==> src/rtl/dec_stage.sv <==
// Instruction-decode stage: IR latch, field split, immediate extension and a 2R/1W register file.
// Optional macro DEC_BYPASS_EN selects write-first forwarding into RF_A/RF_B (default: read-first).
module dec_stage #(
  parameter int DATA_W  = 32,
  parameter int REG_CNT = 32
) (
  input  logic              Clk,
  input  logic              Reset,
  input  logic [31:0]       Instr,
  input  logic              IR_LdEn,
  input  logic              Flush,
  input  logic [1:0]        ImmExt,
  input  logic              RF_WrEn,
  input  logic [4:0]        RF_WrAddr,
  input  logic [DATA_W-1:0] RF_WrData,
  output logic [5:0]        Opcode,
  output logic [5:0]        Funct,
  output logic [4:0]        Rd,
  output logic [4:0]        Rt,
  output logic [DATA_W-1:0] Immed,
  output logic [DATA_W-1:0] RF_A,
  output logic [DATA_W-1:0] RF_B,
  output logic              Instr_valid
);

  logic [31:0]       ir_q, ir_d;
  logic              vld_q, vld_d;
  logic [DATA_W-1:0] rf_a_q, rf_a_d;
  logic [DATA_W-1:0] rf_b_q, rf_b_d;
  logic [DATA_W-1:0] regs_q [REG_CNT];
  logic [DATA_W-1:0] regs_d [REG_CNT];
  logic [4:0]        rs, rt;

  // Mode 11 falls back to sign extension; mode 10 parks the immediate at [31:16].
  function automatic logic [DATA_W-1:0] imm_ext(input logic [15:0] imm, input logic [1:0] mode);
    logic [DATA_W-1:0] r;
    case (mode)
      2'b01:   r = {{(DATA_W-16){1'b0}}, imm};
      2'b10:   r = {{(DATA_W-16){1'b0}}, imm} << 16;
      default: r = {{(DATA_W-16){imm[15]}}, imm};
    endcase
    return r;
  endfunction

  assign rs = ir_q[25:21];
  assign rt = ir_q[20:16];

  always_comb begin
    ir_d  = ir_q;
    vld_d = vld_q;
    if (Flush) begin
      ir_d  = '0;
      vld_d = 1'b0;
    end else if (IR_LdEn) begin
      ir_d  = Instr;
      vld_d = 1'b1;
    end
  end

  always_comb begin
    regs_d = regs_q;
    if (RF_WrEn && RF_WrAddr != 5'd0) regs_d[RF_WrAddr] = RF_WrData;
  end

  // Operands are re-read every edge so they follow later writes to the same register.
  always_comb begin
    rf_a_d = (rs == 5'd0) ? '0 : regs_q[rs];
    rf_b_d = (rt == 5'd0) ? '0 : regs_q[rt];
`ifdef DEC_BYPASS_EN
    if (RF_WrEn && RF_WrAddr != 5'd0 && RF_WrAddr == rs) rf_a_d = RF_WrData;
    if (RF_WrEn && RF_WrAddr != 5'd0 && RF_WrAddr == rt) rf_b_d = RF_WrData;
`endif
  end

  always_ff @(posedge Clk or negedge Reset) begin
    if (!Reset) begin
      ir_q   <= '0;
      vld_q  <= 1'b0;
      rf_a_q <= '0;
      rf_b_q <= '0;
      regs_q <= '{default: '0};
    end else begin
      ir_q   <= ir_d;
      vld_q  <= vld_d;
      rf_a_q <= rf_a_d;
      rf_b_q <= rf_b_d;
      regs_q <= regs_d;
    end
  end

  assign Opcode      = ir_q[31:26];
  assign Funct       = ir_q[5:0];
  assign Rd          = ir_q[15:11];
  assign Rt          = rt;
  assign Immed       = imm_ext(ir_q[15:0], ImmExt);
  assign RF_A        = rf_a_q;
  assign RF_B        = rf_b_q;
  assign Instr_valid = vld_q;

endmodule

==> config.mk <==
export PLATFORM = sky130hd
export DESIGN_NAME = dec_stage
export DESIGN_NICKNAME = d
export VERILOG_FILES = /design/src/rtl/dec_stage.sv
export SDC_FILE = /design/constraint.sdc
export NUM_CORES = 2
export LEC_CHECK = 0
export CAP_MARGIN = 20
export CORE_MARGIN = 1
export CORE_UTILIZATION = 40
export DETAILED_ROUTE_END_ITERATION = 8
export PLACE_DENSITY = 0.56
export SLEW_MARGIN = 25
export SYNTH_ARGS = -nofsm -noshare
export SYNTH_HDL_FRONTEND = slang
export SYNTH_SLANG_ARGS = --single-unit
==> constraint.sdc <==
create_clock -name Clk -period 5.55 [get_ports Clk]
set_input_delay 0.555 -clock Clk [delete_from_list [all_inputs] [get_ports Clk]]
set_output_delay 0.555 -clock Clk [all_outputs]
set_load 0.005 [all_outputs]
==> results.py <==
metrics = {
    "run_status": {
        "status": "complete, no violations",
    },
    "detailed_routing": {
        "post-route-drc-count": 0,
        "vias_per_cell": 6.16,
        "num_vias": 35661,
        "wl_per_cell_um": 31.4,
        "dr_wl_met2_mm": 82.3,
        "highest_layer": "met5",
        "wl_met1_mm": 84.9,
        "wl_met3_mm": 9.52,
        "final_antenna_net_count": 0,
        "dr.pass1.iters": 5,
        "wirelength_mm": 182,
        "dr.first_iter.drc_count": 2924,
    },
    "logic_synthesis": {
        "synthCells": 3818,
        "yosysWarnings": 0,
        "ys_ff_latch": 1121,
        "synth_top_area_share_pct": 48.9,
        "ys_types": 39,
        "syn_area_per_cell_um2": 15.0,
        "yosysSeqAreaShare_pct": 48.9,
        "synth-edff-count": 0,
        "yosysTopAreaCell": "dfrtp_1",
        "synth.top_cells.by_area": "dfrtp_1 (49%), mux2_2 (20%), mux4_2 (17%)",
        "synth_fp_nets": 3896,
        "syn-cell-area_mm2": 0.0574,
        "synth_ff_type": "dfrtp_1",
        "synthArstFlopShare_pct": 100,
    },
    "power": {
        "power_switching_mw": 6.51,
        "p_clk_share_pct": 36.7,
        "power_density_mw_per_mm2": 369,
        "pwr-share-comb_pct": 18.2,
        "internal_power_mw": 17.6,
        "power.total_mw": 24.1,
        "switching_share_pct": 27.0,
        "ir_worst_vdd_mv": 0.220,
        "power_frac_seq_pct": 45.1,
        "power.leakage_nw": 27.5,
    },
    "worst_setup_path": {
        "cpMaxStageDelayCell": "dfrtp_4",
        "crit_type": "flip-flop to flip-flop",
        "crit_family": "simple AND/OR/NAND/NOR gates",
        "crit_path_end_kind": "flip-flop",
        "rr_worst_depth": 4,
        "cp_max_fo": 41,
        "cp-start-kind": "flip-flop",
        "path_cells": "buf_4 > nor2b_1 > a2111oi_0 > nor3_1",
        "cp_num_cells": 4,
        "cp.required_ps": 6130,
        "path_buf_inv": 1,
        "crit_arrival_ps": 4140,
        "cp_slowest_stage_delay_ps": 930,
    },
    "timing": {
        "max_freq_mhz": 281,
        "skew_ps": 22.1,
        "maxSlewViolCount": 0,
        "timing.final.crit_share_pct": 64.1,
        "tightest_slew_ps": 1150,
        "period_minus_slack_ps": 3560,
        "report.final.hold_viol_count": 0,
        "fin_setup_tns_ps": 0,
        "relSlewSlack_pct": 23.1,
        "setup_viol": 0,
        "rsz0062_at_grt": "false",
        "setup_slack_ps": 1990,
    },
    "final_layout": {
        "nets": 3875,
        "fillers": 12634,
        "drive_above_1_share_pct": 47.1,
        "syn2layout_area_growth_pct": 13.7,
        "stdcell_area_mm2": 0.0652,
        "final_core_util_pct": 46.0,
    },
    "cts": {
        "cts.sinks": 1121,
        "post_cts_buffers": 0,
        "insertion_delay_ps": 770,
        "cts_root_buffer": "clkbuf_16",
        "cts_buffers": 133,
        "cts_tree": "done",
        "clock_path_buffers": 3,
        "h-tree-depth": 4,
        "clk_pin_slew_ps": 60,
    },
    "place": {
        "port_buffers": 194,
        "dp_hpwl_mm": 104,
        "place.gp.congestion": 0.792,
        "pre_cts_slack_ps": 1930,
        "post_dp_cell_area_mm2": 0.0609,
    },
    "floorplanning": {
        "rows": 138,
        "fp.dieH_um": 381,
        "dieArea_mm2": 0.145,
        "initial_core_util_pct": 40.4,
        "core_region_area_mm2": 0.142,
        "io_pins": 195,
        "dieWidth_um": 381,
    },
    "global_routing": {
        "globalRouteOverflowTotal": 0,
        "antenna_found_initial": 11,
        "grt_max_degree": 141,
        "grt_pass1_vias": 36648,
        "track_usage_pct": 25.2,
        "grt_pass1_wl_mm": 268,
    },
    "worst_hold_path": {
        "min_path_type": "input pin to flip-flop",
        "worstHoldPathCells": 3,
    },
    "job": {
        "maxCapViolCount": 0,
    },
}
## final cells by class
| type | instances | area [um2] | area share (%) |
|---|---|---|---|
| antenna | 2 | 5.00 | 0.00767 |
| sequential | 1121 | 28100 | 43.0 |
| clock inverter | 39 | 442 | 0.677 |
| timing repair buffer | 297 | 2930 | 4.48 |
| clock buffer | 200 | 3940 | 6.05 |
| multi-input combinational | 2217 | 27400 | 42.0 |
| inverter | 27 | 101 | 0.155 |
| tap | 1890 | 2360 | 3.62 |
## synthesized netlist by cell type (all sizes together), types with 34 or more instances
library cell / n
o22ai: 57
a22o: 70
dfrtp: 1121
mux4: 423
buf: 207
clkbuf: 246
mux2: 1017
nor2: 79
mux2i: 249
a211oi: 45
nor2b: 35
nor3: 34
## worst register-to-register path: cells and delay by family (launching register included)
family                 cells  cell delay [ps]
and+or+nand+nor            2             1490
DFF                        1              930
buffers and inverters      1              700
AOI/OAI and AO/OA          1              260
## sequential cells by signal (all words and copies together) (netlist names)
register     cells
regs_q        1024
RF_B            32
Instr_valid      1
RF_A            32
ir_q            32
## final timing paths
check / to / slack [ps] / startpoint
setup / recovery: RF_A[11]$_DFF_PN0_ / 1990 / ir_q[23]$_DFFE_PN0P_
hold / removal: Instr_valid$_DFFE_PN0P_ / 360 / IR_LdEn
setup reg to reg: RF_A[11]$_DFF_PN0_ / 1990 / ir_q[23]$_DFFE_PN0P_
hold reg to reg: regs_q[1013]$_DFFE_PN0P_ / 370 / regs_q[1013]$_DFFE_PN0P_
max in group asynchronous: RF_A[13]$_DFF_PN0_ / 3660 / Reset
min in group asynchronous: regs_q[342]$_DFFE_PN0P_ / 470 / Reset
## cell usage in the layout, fill, tap and decap left out, drive strengths merged, types with 25 or more instances in the layout
cell,count
mux2,1017
a211oi,45
o221ai,32
clkbuf,200
mux4,423
a2111oi,33
buf,133
mux2i,249
nor2b,35
inv,35
nor2,79
dfrtp,1121
nor3,34
clkdlybuf4s50,163
o22ai,57
a221oi,25
a22o,70
## logic make-up (layout without fill, tap and decap cells)
group / after synthesis / after routing / synth area share [%]
adder cells (fa/ha/maj): 2 / 2 / 0.0436
multiplexers: 1689 / 1689 / 40.9
AND/OR/NAND/NOR: 200 / 200 / 1.74
AO/OA/AOI/OAI: 326 / 326 / 4.49
flip-flops: 1121 / 1121 / 48.9
buffers and inverters: 480 / 563 / 3.89
other: 0 / 2 / 0
## power by group through the flow
stage | Sequential (mW) | Combinational (mW) | Clock [mW]
global route | 11.0 | 4.69 | 9.38
global placement | 10.9 | 4.32 | 0
detailed placement | 10.9 | 4.40 | 0
CTS | 10.8 | 4.41 | 9.03
finish | 10.8 | 4.38 | 8.84
floorplan | 10.5 | 3.29 | 0
## per-layer routing
layer  up-vias  GRT usage (%)
met5         -              0
met4         4           7.44
met3       273           3.92
met2      1139           38.0
met1     19659           37.6
li1      14586              -
## timing repair
item                                   CTS  global route
hold buffers                             1             0
endpoints found under the hold margin   81             0
resized for setup                        0             0
## per-stage QoR
| step | instances | hold WS, ps |
|---|---|---|
| finish | 5793 | 357 |
| global route | 5792 | 346 |
| CTS | 5790 | 352 |
| detailed placement | 5550 | 363 |
| global placement | 5549 | 360 |
| floorplan | 3818 | 259 |
No activity file was read; power rests on OpenSTA's default activity.
